## src/rtl/tempo_keypad.sv

```systemverilog
`default_nettype none
// ============================================================================
//  Module      : tempo_keypad
//  Description : Front-panel tempo entry. Synchronises and debounces four
//                push-buttons, converts each press into a tempo step with
//                hold-to-auto-repeat, and keeps a saturating 8-bit BPM value.
//  Revision    : 1.0  initial release
// ============================================================================
module tempo_keypad #(
    parameter int INIT_BPM        = 60,
    parameter int MIN_BPM         = 30,
    parameter int MAX_BPM         = 250,
    parameter int DEBOUNCE_CYCLES = 500_000,
    parameter int REPEAT_DELAY    = 12_500_000,
    parameter int REPEAT_PERIOD   = 2_500_000
) (
    input  logic       clk,
    input  logic       rst,
    input  logic       left,
    input  logic       right,
    input  logic       down,
    input  logic       up,
    output logic [7:0] speed,
    output logic       speed_upd
);

    // Button index order doubles as priority order: lowest index wins.
    localparam logic [1:0] c_BTN_LEFT  = 2'd0;
    localparam logic [1:0] c_BTN_RIGHT = 2'd1;
    localparam logic [1:0] c_BTN_DOWN  = 2'd2;

    localparam logic [1:0] c_ST_IDLE   = 2'd0;
    localparam logic [1:0] c_ST_HOLD   = 2'd1;
    localparam logic [1:0] c_ST_REPEAT = 2'd2;

    localparam int c_DB_W    = $clog2(DEBOUNCE_CYCLES + 1);
    localparam int c_TMR_MAX = (REPEAT_DELAY > REPEAT_PERIOD) ? REPEAT_DELAY : REPEAT_PERIOD;
    localparam int c_TMR_W   = $clog2(c_TMR_MAX + 1);

    localparam logic [c_DB_W-1:0]  c_DB_LAST     = c_DB_W'(DEBOUNCE_CYCLES - 1);
    localparam logic [c_TMR_W-1:0] c_DELAY_LAST  = c_TMR_W'(REPEAT_DELAY - 1);
    localparam logic [c_TMR_W-1:0] c_PERIOD_LAST = c_TMR_W'(REPEAT_PERIOD - 1);

    localparam logic [7:0]        c_INIT_8    = 8'(INIT_BPM);
    localparam logic [7:0]        c_MIN_8     = 8'(MIN_BPM);
    localparam logic [7:0]        c_MAX_8     = 8'(MAX_BPM);
    localparam logic signed [9:0] c_MIN_S     = 10'(MIN_BPM);
    localparam logic signed [9:0] c_MAX_S     = 10'(MAX_BPM);
    localparam logic signed [9:0] c_STEP_FINE = 10'sd1;
    localparam logic signed [9:0] c_STEP_BIG  = 10'sd10;

    logic [3:0]         w_raw;
    logic [3:0]         r_sync1;
    logic [3:0]         r_sync2;
    logic [3:0]         w_deb;
    logic [3:0]         r_deb_d;
    logic [3:0]         w_rise;
    logic [1:0]         w_winner;
    logic [1:0]         w_step_idx;
    logic               w_apply;
    logic signed [9:0]  w_step;
    logic signed [9:0]  w_sum;
    logic [7:0]         w_clamped;

    logic [1:0]         r_state;
    logic [1:0]         w_state_nxt;
    logic [c_TMR_W-1:0] r_timer;
    logic [c_TMR_W-1:0] w_timer_nxt;
    logic [1:0]         r_active;
    logic [1:0]         w_active_nxt;
    logic [7:0]         r_speed;
    logic               r_speed_upd;

    assign w_raw = {up, down, right, left};

    // Two-flop synchroniser for the asynchronous buttons
    always_ff @(posedge clk) begin
        if (rst) begin
            r_sync1 <= '0;
            r_sync2 <= '0;
        end else begin
            r_sync1 <= w_raw;
            r_sync2 <= r_sync1;
        end
    end

    for (genvar gi = 0; gi < 4; gi++) begin : g_debounce
        logic [c_DB_W-1:0] r_cnt;
        logic              r_level;

        // Accept a new level only after it has differed for the full window
        always_ff @(posedge clk) begin
            if (rst) begin
                r_cnt   <= '0;
                r_level <= 1'b0;
            end else if (r_sync2[gi] == r_level) begin
                r_cnt <= '0;
            end else if (r_cnt == c_DB_LAST) begin
                r_level <= r_sync2[gi];
                r_cnt   <= '0;
            end else begin
                r_cnt <= r_cnt + 1'b1;
            end
        end

        assign w_deb[gi] = r_level;
    end

    // Delayed debounced levels for rising-edge detection
    always_ff @(posedge clk) begin
        if (rst) begin
            r_deb_d <= '0;
        end else begin
            r_deb_d <= w_deb;
        end
    end

    assign w_rise = w_deb & ~r_deb_d;

    // Pick the highest-priority rising edge
    always_comb begin
        w_winner = 2'd3;
        if (w_rise[0]) begin
            w_winner = 2'd0;
        end else if (w_rise[1]) begin
            w_winner = 2'd1;
        end else if (w_rise[2]) begin
            w_winner = 2'd2;
        end
    end

    // Press / hold / auto-repeat sequencing around a single shared timer
    always_comb begin
        w_state_nxt  = r_state;
        w_timer_nxt  = r_timer;
        w_active_nxt = r_active;
        w_apply      = 1'b0;
        case (r_state)
            c_ST_IDLE: begin
                if (|w_rise) begin
                    w_apply      = 1'b1;
                    w_active_nxt = w_winner;
                    w_timer_nxt  = '0;
                    w_state_nxt  = c_ST_HOLD;
                end
            end
            c_ST_HOLD: begin
                if (!w_deb[r_active]) begin
                    w_timer_nxt = '0;
                    w_state_nxt = c_ST_IDLE;
                end else if (r_timer == c_DELAY_LAST) begin
                    w_apply     = 1'b1;
                    w_timer_nxt = '0;
                    w_state_nxt = c_ST_REPEAT;
                end else begin
                    w_timer_nxt = r_timer + 1'b1;
                end
            end
            c_ST_REPEAT: begin
                if (!w_deb[r_active]) begin
                    w_timer_nxt = '0;
                    w_state_nxt = c_ST_IDLE;
                end else if (r_timer == c_PERIOD_LAST) begin
                    w_apply     = 1'b1;
                    w_timer_nxt = '0;
                end else begin
                    w_timer_nxt = r_timer + 1'b1;
                end
            end
            default: begin
                w_timer_nxt = '0;
                w_state_nxt = c_ST_IDLE;
            end
        endcase
    end

    // Step size and saturating sum; the sum is wide enough never to wrap
    always_comb begin
        w_step_idx = (r_state == c_ST_IDLE) ? w_winner : r_active;
        case (w_step_idx)
            c_BTN_LEFT:  w_step = -c_STEP_FINE;
            c_BTN_RIGHT: w_step = c_STEP_FINE;
            c_BTN_DOWN:  w_step = -c_STEP_BIG;
            default:     w_step = c_STEP_BIG;
        endcase
        w_sum = $signed({2'b00, r_speed}) + w_step;
        if (w_sum < c_MIN_S) begin
            w_clamped = c_MIN_8;
        end else if (w_sum > c_MAX_S) begin
            w_clamped = c_MAX_8;
        end else begin
            w_clamped = w_sum[7:0];
        end
    end

    // State, timer, tempo and update pulse registers
    always_ff @(posedge clk) begin
        if (rst) begin
            r_state     <= c_ST_IDLE;
            r_timer     <= '0;
            r_active    <= c_BTN_LEFT;
            r_speed     <= c_INIT_8;
            r_speed_upd <= 1'b0;
        end else begin
            r_state     <= w_state_nxt;
            r_timer     <= w_timer_nxt;
            r_active    <= w_active_nxt;
            r_speed_upd <= w_apply && (w_clamped != r_speed);
            if (w_apply) begin
                r_speed <= w_clamped;
            end
        end
    end

    assign speed     = r_speed;
    assign speed_upd = r_speed_upd;

endmodule
`default_nettype wire

```

## config.mk

```make
export PLATFORM = sky130hd
export DESIGN_NAME = tempo_keypad
export DESIGN_NICKNAME = d
export VERILOG_FILES = /design/src/rtl/tempo_keypad.sv
export SDC_FILE = /design/constraint.sdc
export NUM_CORES = 1
export LEC_CHECK = 0
export CORE_MARGIN = 2
export CORE_UTILIZATION = 60
export DETAILED_ROUTE_END_ITERATION = 10
export GPL_TIMING_DRIVEN = 0
export PLACE_DENSITY = 0.78
export SLEW_MARGIN = 20
export SYNTH_ARGS = -nofsm -noshare
export SYNTH_HDL_FRONTEND = slang
export SYNTH_SLANG_ARGS = --single-unit
export TNS_END_PERCENT = 20
```

## constraint.sdc

```tcl
create_clock -name clk -period 6.95 [get_ports clk]
set_input_delay 1.0425 -clock clk [delete_from_list [all_inputs] [get_ports clk]]
set_output_delay 1.0425 -clock clk [all_outputs]
set_load 0.05 [all_outputs]
```

* Word level (Yosys, flattened, before mapping)
Index checks and enable logic that the tools add are counted.
** Word-level totals
- Register bits after elaboration :: 129
- Latch bits :: 0
- Bits in writable memories :: 0
- Memory bits (read-only) :: 0
- Bits of input ports :: 6
- Output and inout port bits :: 9
- Logic and storage cells :: 89
- Memories :: 0
** Cells by class
- $add $sub $neg :: 6
- $mul :: 0
- Divide/modulo/power cells :: 0
- $lt $le $gt $ge :: 3
- Equality and inequality tests :: 18
- Shift-type cells :: 0
- Mux-type cells :: 26
- Bitwise gates (word level) :: 6
- Reduce and logical (&&, ||, !) cells :: 14
** Operators with widths (number)
- $mux 24 :: 5
- $add 19x1->19 const B :: 4
- $eq 19x19->1 const B :: 4
- $pmux 24 s3 :: 1
- $pmux 10 s3 :: 1
- $add 24x1->24 const B :: 1
- $eq 24x22->1 const B :: 1
- $eq 24x24->1 const B :: 1
- $mux 8 :: 2
- $mux 2 :: 7
- $reduce_or 3->1 :: 4
- $add 9x10->10 :: 1
- $gt 10x9->1 const B :: 1
- $lt 10x6->1 const B :: 1
- $reduce_and 2->1 :: 5
- $ne 8x8->1 :: 1
- $mux 1 :: 7
- $pmux 2 s3 :: 1
- $and 4x4->4 :: 1
- $eq 1x1->1 :: 4
- $eq 2x1->1 const B :: 2
- $eq 2x2->1 const B :: 2
- $logic_not 2->1 :: 2
- $ne 2x2->1 const B :: 2
- 9 further kinds :: 12

* Longest topological paths before layout
Gate-level depths: netlist of the first run.
- Word-level depth :: 14
- Depth in mapped cells :: 17
- Gate-level depth less buffers :: 17

* Worst setup path after synthesis of the first run
OpenSTA, ideal clock, no wires.
- Path type :: reg2reg
- From :: register r_state[0]
- To :: register r_speed_upd (netlist: speed_upd)
- Setup time :: 139 ps
- Arrival time :: 3524 ps
- Required time :: 6811 ps
- Slack :: 3288 ps
- Stages on the path, launching flop included :: 16
- Path buffers :: 0
- Period minus slack after synthesis :: 3662 ps
- Path through :: dfxtp_1 inv_1 ha_1 mux2i_4 inv_1 ha_1 ha_1 nand3_1 o221ai_1 xor2_2 nand4b_1 or3_1 nand4_1 a21oi_1 o32ai_1 a41oi_1
** On the way
- Cells in the longest elaborated chain, start to end :: 10
- Elaborated cells on any way between the ends :: 16
- Those cells by class :: add/sub (1); order compare (2); eq/ne (5); mux (5); reduce/logical (3)
** RTL lines
- from (decl) :: line 65 : logic [1:0] r_state;
- from (signal assigned) :: line 199 : r_state <= c_ST_IDLE;
- from (signal assigned) :: line 205 : r_state <= w_state_nxt;
- $logic_not 2->1 :: line 138, 179
- $mux 2 :: line 179 : w_step_idx = (r_state == c_ST_IDLE) ? w_winner : r_active;
- $eq 2x2->1 (tied with other cells) :: line 180 : case (w_step_idx)
- $pmux 10 s3 :: line 180
- $add 9x10->10 :: line 186 : w_sum = $signed({2'b00, r_speed}) + w_step;
- $gt 10x9->1 :: line 189 : end else if (w_sum > c_MAX_S) begin
- $mux 8 :: line 189
- $mux 8 :: line 187 : if (w_sum < c_MIN_S) begin
- $ne 8x8->1 :: line 208 : r_speed_upd <= w_apply && (w_clamped != r_speed);
- $logic_and 1x1->1 (*) :: line 208
- to (signal assigned) :: line 208
- to (decl) :: line 72 : logic r_speed_upd;
Mark *: on every way between the ends. The rest lies on a longest branch, timed or not.
A chain may end at the register's enable or synchronous reset.

* Worst setup path after layout of the first run
Ends and elaborated chain as after synthesis.

==> results of run 1 <==
-- sequential cells by signal (all words and copies together) (netlist names) --
name,flops
g_debounce.r_cnt,76
g_debounce.r_level,4
r_active,2
r_deb_d,4
r_state,2
r_sync1,4
r_sync2,4
r_timer,24
speed,8
speed_upd,1
-- layer usage --
metal	vias up	global-route usage [%]
met2	93	42.35
met3	29	7.664
met4	0	9.398
met5	-	0
met1	2451	27.81
li1	2578	-
-- cells in the mapped netlist, types with 4 or more instances --
| library cell | number |
|---|---|
| a211oi_1 | 4 |
| a21oi_1 | 31 |
| and3_1 | 12 |
| clkbuf_1 | 14 |
| dfxtp_1 | 129 |
| ha_1 | 20 |
| inv_1 | 25 |
| mux2i_1 | 5 |
| nand2_1 | 56 |
| nand2b_1 | 9 |
| nand3_1 | 41 |
| nand4_1 | 23 |
| nor2_1 | 143 |
| nor2b_1 | 16 |
| nor3_1 | 16 |
| nor3b_1 | 4 |
| nor4_1 | 7 |
| nor4b_1 | 7 |
| o21ai_0 | 6 |
| or2_2 | 5 |
| or3_1 | 7 |
| xnor2_1 | 37 |
| xor2_1 | 61 |
-- cell families (layout without fill, tap and decap cells) --
| kind of cell | after synthesis | after routing |
|---|---|---|
| simple gates | 361 | 361 |
| flops | 129 | 129 |
| xor+xnor | 101 | 101 |
| compound gates | 73 | 73 |
| buf+inv | 43 | 88 |
| fa+ha+maj | 21 | 21 |
| mux | 7 | 7 |
-- through the flow --
step | power, mW | cell area (um2) | std cells | worst slack, ps | hold WS [ps]
2_1_floorplan | 0.9353 | 6262 | 735 | 3288 | 413.8
3_3_place_gp | 0.9720 | 6563 | 884 | 2784 | 418.9
3_5_place_dp | 0.9783 | 6563 | 884 | 2662 | 427.2
4_1_cts | 1.850 | 7161 | 916 | 2619 | 438.6
5_1_grt | 1.913 | 7161 | 916 | 2252 | 467.9
6_report | 1.841 | 7161 | 916 | 2627 | 445.4
-- power breakdown --
part,total [mW],switching [mW],internal [mW]
Sequential,0.748,0.00362,0.744
Clock,0.875,0.326,0.549
Combinational,0.217,0.137,0.0802
-- cell usage in the layout, fill, tap and decap left out, types with 3 or more instances in the layout --
master / n
a211oi_1: 4
a21oi_1: 31
a31oi_1: 3
a41oi_1: 3
and2_1: 3
and3_1: 12
buf_1: 3
clkbuf_1: 14
clkbuf_16: 16
clkbuf_8: 5
clkdlybuf4s50_1: 13
clkinvlp_4: 5
dfxtp_1: 129
ha_1: 20
inv_1: 25
mux2i_1: 5
nand2_1: 56
nand2b_1: 9
nand3_1: 41
nand3b_1: 3
nand4_1: 23
nor2_1: 143
nor2b_1: 16
nor3_1: 16
nor3b_1: 4
nor4_1: 7
nor4b_1: 7
o21ai_0: 6
o21bai_1: 3
o22ai_1: 3
o32ai_1: 3
or2_2: 5
or3_1: 7
xnor2_1: 37
xor2_1: 61
-- worst max path at each step --
stage / startpoint / to / slack, ps / cells after the start
2_1_floorplan: r_state[0] / speed_upd / 3290 / 15
3_3_place_gp: r_state[0] / speed_upd / 2780 / 15
3_5_place_dp: r_state[0] / speed_upd / 2660 / 15
4_1_cts: r_state[0] / speed_upd / 2620 / 16
5_1_grt: r_state[0] / speed_upd / 2250 / 15
6_report: r_state[0] / speed_upd / 2630 / 15
-- cell type report --
cell class | count | area (um2) | area share [%]
Clock inverter | 11 | 128.9 | 1.800
Multi-Input combinational cell | 563 | 3517 | 49.12
Clock buffer | 21 | 469.2 | 6.553
Sequential cell | 129 | 2582 | 36.07
Inverter | 25 | 93.84 | 1.311
Timing Repair Buffer | 13 | 130.1 | 1.817
Tap cell | 136 | 170.2 | 2.376
Buffer | 18 | 68.82 | 0.9610
==> results.ini, run 1 <==
[clock_network]
htreeDepth = 4
ctsResizeCount = 0
cts_root_buffer = clkbuf_8
cts_tree = yes
cts_sinks = 129
insertion_delay_ps = 530
cts_buffers = 17
path_clk_slew_ps = 60
cts_buffer_depth = 2
cts_setup_buffers = 0
holdBufCountCts = 0

[synthesis]
synth_top_area_cell = dfxtp_1
ys_async_sr_fraction_pct = 0
synth.area.top_cells = dfxtp_1 41%, nor2_1 8.6%, xor2_1 8.5%, xnor2_1 5.2%, ha_1 4.0%
synthFlopType = dfxtp_1
synth_xor_area_share_pct = 14.49
synthMuxAreaShare_pct = 1.518
synth_nets = 762
syn-instance-count = 735
synth_seq_cells = 129
syn_area_per_cell_um2 = 8.520
synth_top_family_by_area = simple AND/OR/NAND/NOR gates
synth-simple-area-share_pct = 27.65
yosysTopAreaCellShare_pct = 41.24
syn_area_um2 = 6262
ys_warn_count = 0
synth_compound_area_share_pct = 8.192
synth-edff-count = 0
synth_cell_types = 58
synth_seq_area_share_pct = 41.24
synthAdderAreaFrac_pct = 4.316

[floorplanning]
rows = 37
start_util_pct = 61.21
design.core.area_um2 = 10230
dieArea_um2 = 11270
pin_count = 15
die_y_um = 106.2
die_x_um = 106.2

[global_route]
grt_pass1_wl_mm = 22.14
grt_pass1_vias = 5115
antenna_found_initial = 0
grt_overflow = 0
grt_usage_pct = 24.35
grt_max_degree = 17

[timing]
max_freq_mhz = 231.3
hold_viol_final = 0
skew_ps = 6.549
max_slew_margin_pct = 37.84
timing.final.crit_share_pct = 62.21
timing.setup.tns_ps = 0
setup_viol = 0
worstMarginPinSlew_ps = 909.0
rsz0062_at_grt = no
period_minus_slack_ps = 4323
finalMaxSlewViolations = 0

[critical_path]
r2r_slack_ps = 2630
critPathCaptureType = flop
slowest_stage = mux2i_4
worst-endpoint-required_ps = 7330
path_common_cell = ha_1
cp_top_family = adder cells
crit_arrival_ps = 4700
critPathKind = flop to flop
slowest_delay_ps = 520
r2r_end = speed_upd
ff2ff_path_depth = 15
rr_startpoint = r_state[0]
path_max_fanout = 10
critPathBufInv = 2
crit_chain = inv_1 -> ha_1 -> mux2i_4 -> inv_1 -> ha_1 -> ha_1 -> nand2_1 -> nor3_1 -> o22a_1 -> xor2_1 -> nand4_1 -> o21a_1 -> or2_2 -> o311ai_1 -> a41oi_1
cp-start-kind = flop

[cells_and_area]
fillers = 801
fin_nets = 794
syn_to_final_growth_pct = 14.35
num_antenna_cells = 0
drive_gt1_share_pct = 6.410
final_core_util_pct = 69.99

[route]
drc = 0
wl_met1_mm = 5.480
vias_per_cell = 5.623
vias = 5151
drt-wirelength-per-cell_um = 13.72
drt_first_pass_iters = 5
drt-initial-drc-count = 335
maxUsedRoutingLayer = met4
wirelength_mm = 12.57
antenna_left = 0
met2_length_mm = 6.360
dr_wl_met3_um = 474

[min_path]
hold_depth = 1
hold_end = r_sync2[0]
hp-start = r_sync1[0]
hp-class = flop to flop

[placed_design]
portBuffers = 13
gp_congestion = 0.8659
dp_hpwl_mm = 8.688

[job]
drv_cap = 0

[pwr]
powerDensity_nw_per_um2 = 257.0
power.leakage_nw = 2.434
ir_worst_vdd_uv = 214.4

[status]
outcome = complete, no violations

Note: power is estimated with default switching activity, not from simulation.
==> run 2: changes to the inputs <==
- CORE_UTILIZATION: 60 -> 56
- PLACE_DENSITY: 0.78 -> 0.76
- clock period: 6.95 -> 3.65 ns (I/O delays scaled with it)
==> results.ini, run 2 (synthesis gave the netlist of run 1 again) <==
[status]
outcome = finished with violations
violations = setup timing

[floorplanning]
design.core.area_um2 = 10890
die_y_um = 109.7
die_x_um = 109.7
rows = 38
start_util_pct = 57.52
pin_count = 15
dieArea_um2 = 12040

[placed_design]
postPlaceCellArea_um2 = 6570
portBuffers = 13
gp_congestion = 0.8376
preCtsSetupSlack_ps = -590.4
dp_hpwl_mm = 8.882

[cells_and_area]
largest_reg_flops = 76
drive_gt1_share_pct = 12.69
layout_commonest_cell = nor2_1
num_antenna_cells = 0
regArea_um2 = 2586
fillers = 789
syn_to_final_growth_pct = 20.06
final_cell_mix = 143 x nor2_1, 126 x dfxtp_1, 58 x xor2_1
final_core_util_pct = 69.05
fin_nets = 818
largest-register = g_debounce.r_cnt
fin_area_um2 = 7518
multi_input_comb_area_um2 = 3670

[route]
wirelength_mm = 13.60
met2_length_mm = 6.916
drt_first_pass_iters = 4
vias = 5259
antenna_left = 0
drt-wirelength-per-cell_um = 14.40
dr_wl_met3_um = 437
drt-initial-drc-count = 280
vias_per_cell = 5.571
wl_met1_mm = 5.917
maxUsedRoutingLayer = met4
drc = 0

[job]
drv_cap = 0

[timing]
worstMarginPinSlew_ps = 1007
timing.setup.tns_ps = -96.84
whs_ps = 438.2
timing.final.crit_share_pct = 102.7
max_freq_mhz = 266.9
setup_viol = 1
finalMaxSlewViolations = 0
fin_ws_ps = -96.84
skew_ps = 8.726
rsz0062_at_grt = yes
period_minus_slack_ps = 3747
max_slew_margin_pct = 31.12
hold_viol_final = 0

[global_route]
grt_pass1_wl_mm = 21.51
grt_max_degree = 17
antenna_found_initial = 0
grt_pass1_vias = 5028
grt_usage_pct = 22.69
grt_overflow = 0

[critical_path]
worst-endpoint-required_ps = 4030
slowest_delay_ps = 380
critPathKind = flop to flop
path_common_cell = buf_4
path_max_fanout = 5
crit_chain = inv_4 -> ha_4 -> clkinvlp_4 -> nor3_4 -> a21oi_2 -> ha_2 -> fa_2 -> a21oi_4 -> buf_4 -> o221ai_2 -> xor2_2 -> buf_4 -> inv_1 -> nand4_1 -> o21a_1 -> or2_2 -> o311ai_1 -> a41oi_1
critPathCaptureType = flop
cp-start-kind = flop
slowest_stage = fa_2
crit_arrival_ps = 4120

[pwr]
ir_worst_vdd_uv = 420.9
power.leakage_nw = 2.582
powerDensity_nw_per_um2 = 492.7

[clock_network]
cts_buffer_depth = 2
path_clk_slew_ps = 60
cts_sinks = 129
insertion_delay_ps = 530
cts_root_buffer = clkbuf_8
htreeDepth = 4
cts_tree = yes
cts_buffers = 17

[min_path]
hp-class = flop to flop

-- run 2: cell types whose count changed in the layout (fill, tap and decap cells not counted), moves of 4 or more --
| cell | previous run | this run |
|---|---|---|
| ha_1 | 20 | 16 |
| a21oi_2 | 1 | 5 |
| inv_1 | 25 | 20 |
| a21oi_1 | 31 | 25 |
| buf_4 | 0 | 23 |
-- run 2: what timing repair did --
action                     4_1_cts  5_1_grt
setup endpoints to repair        7        6
setup buffers                   10       14
hold buffers                     0        0
pin swaps                       11       21
gates resized for setup         17       19
-- run 2: critical path: cells and delay by family (launching register included) --
| family | cells | cell delay [ps] |
|---|---|---|
| xor gates and xnor gates | 1 | 180 |
| DFF | 1 | 340 |
| and+or+nand+nor | 3 | 760 |
| buffers and inverters | 5 | 630 |
| AOI/OAI and AO/OA | 6 | 900 |
| adders and majority gates | 3 | 780 |
-- run 2: metrics by stage --
step / instances / total power, mW
finish: 944 / 3.704
global placement: 888 / 1.845
floorplan: 735 / 1.782
detailed placement: 888 / 1.863
CTS: 930 / 3.622
global route: 944 / 3.836
-- run 2: path summary, 6_finish.rpt --
kind	startpoint	to	slack, ps	depth (start not counted)
worst max-delay path	r_state[0]	speed_upd	-100	18
worst min-delay path	r_sync1[0]	r_sync2[0]	440	1
worst max register to register	r_state[0]	speed_upd	-100	18
worst min register to register	r_sync1[0]	r_sync2[0]	440	1
-- run 2: routing by layer --
| metal | up-vias | GRT usage (%) |
|---|---|---|
| li1 | 2619 | - |
| met1 | 2492 | 25.66 |
| met2 | 110 | 39.95 |
| met3 | 38 | 5.868 |
| met4 | 0 | 10.31 |
| met5 | - | 0 |
-- run 2: area by class of cell --
type | instances | area share, %
clock inverter | 12 | 2.130
tap | 140 | 2.330
inverter | 25 | 1.331
multi-input combinational | 563 | 48.81
clock buffer | 20 | 5.791
buffer | 18 | 0.9153
sequential | 129 | 34.40
timing repair buffer | 37 | 4.294
-- run 2: report_power, final --
group	internal, mW	switching, mW
combinational	0.269	0.332
sequential	1.42	0.00777
clock	1.06	0.618
total	2.75	0.958
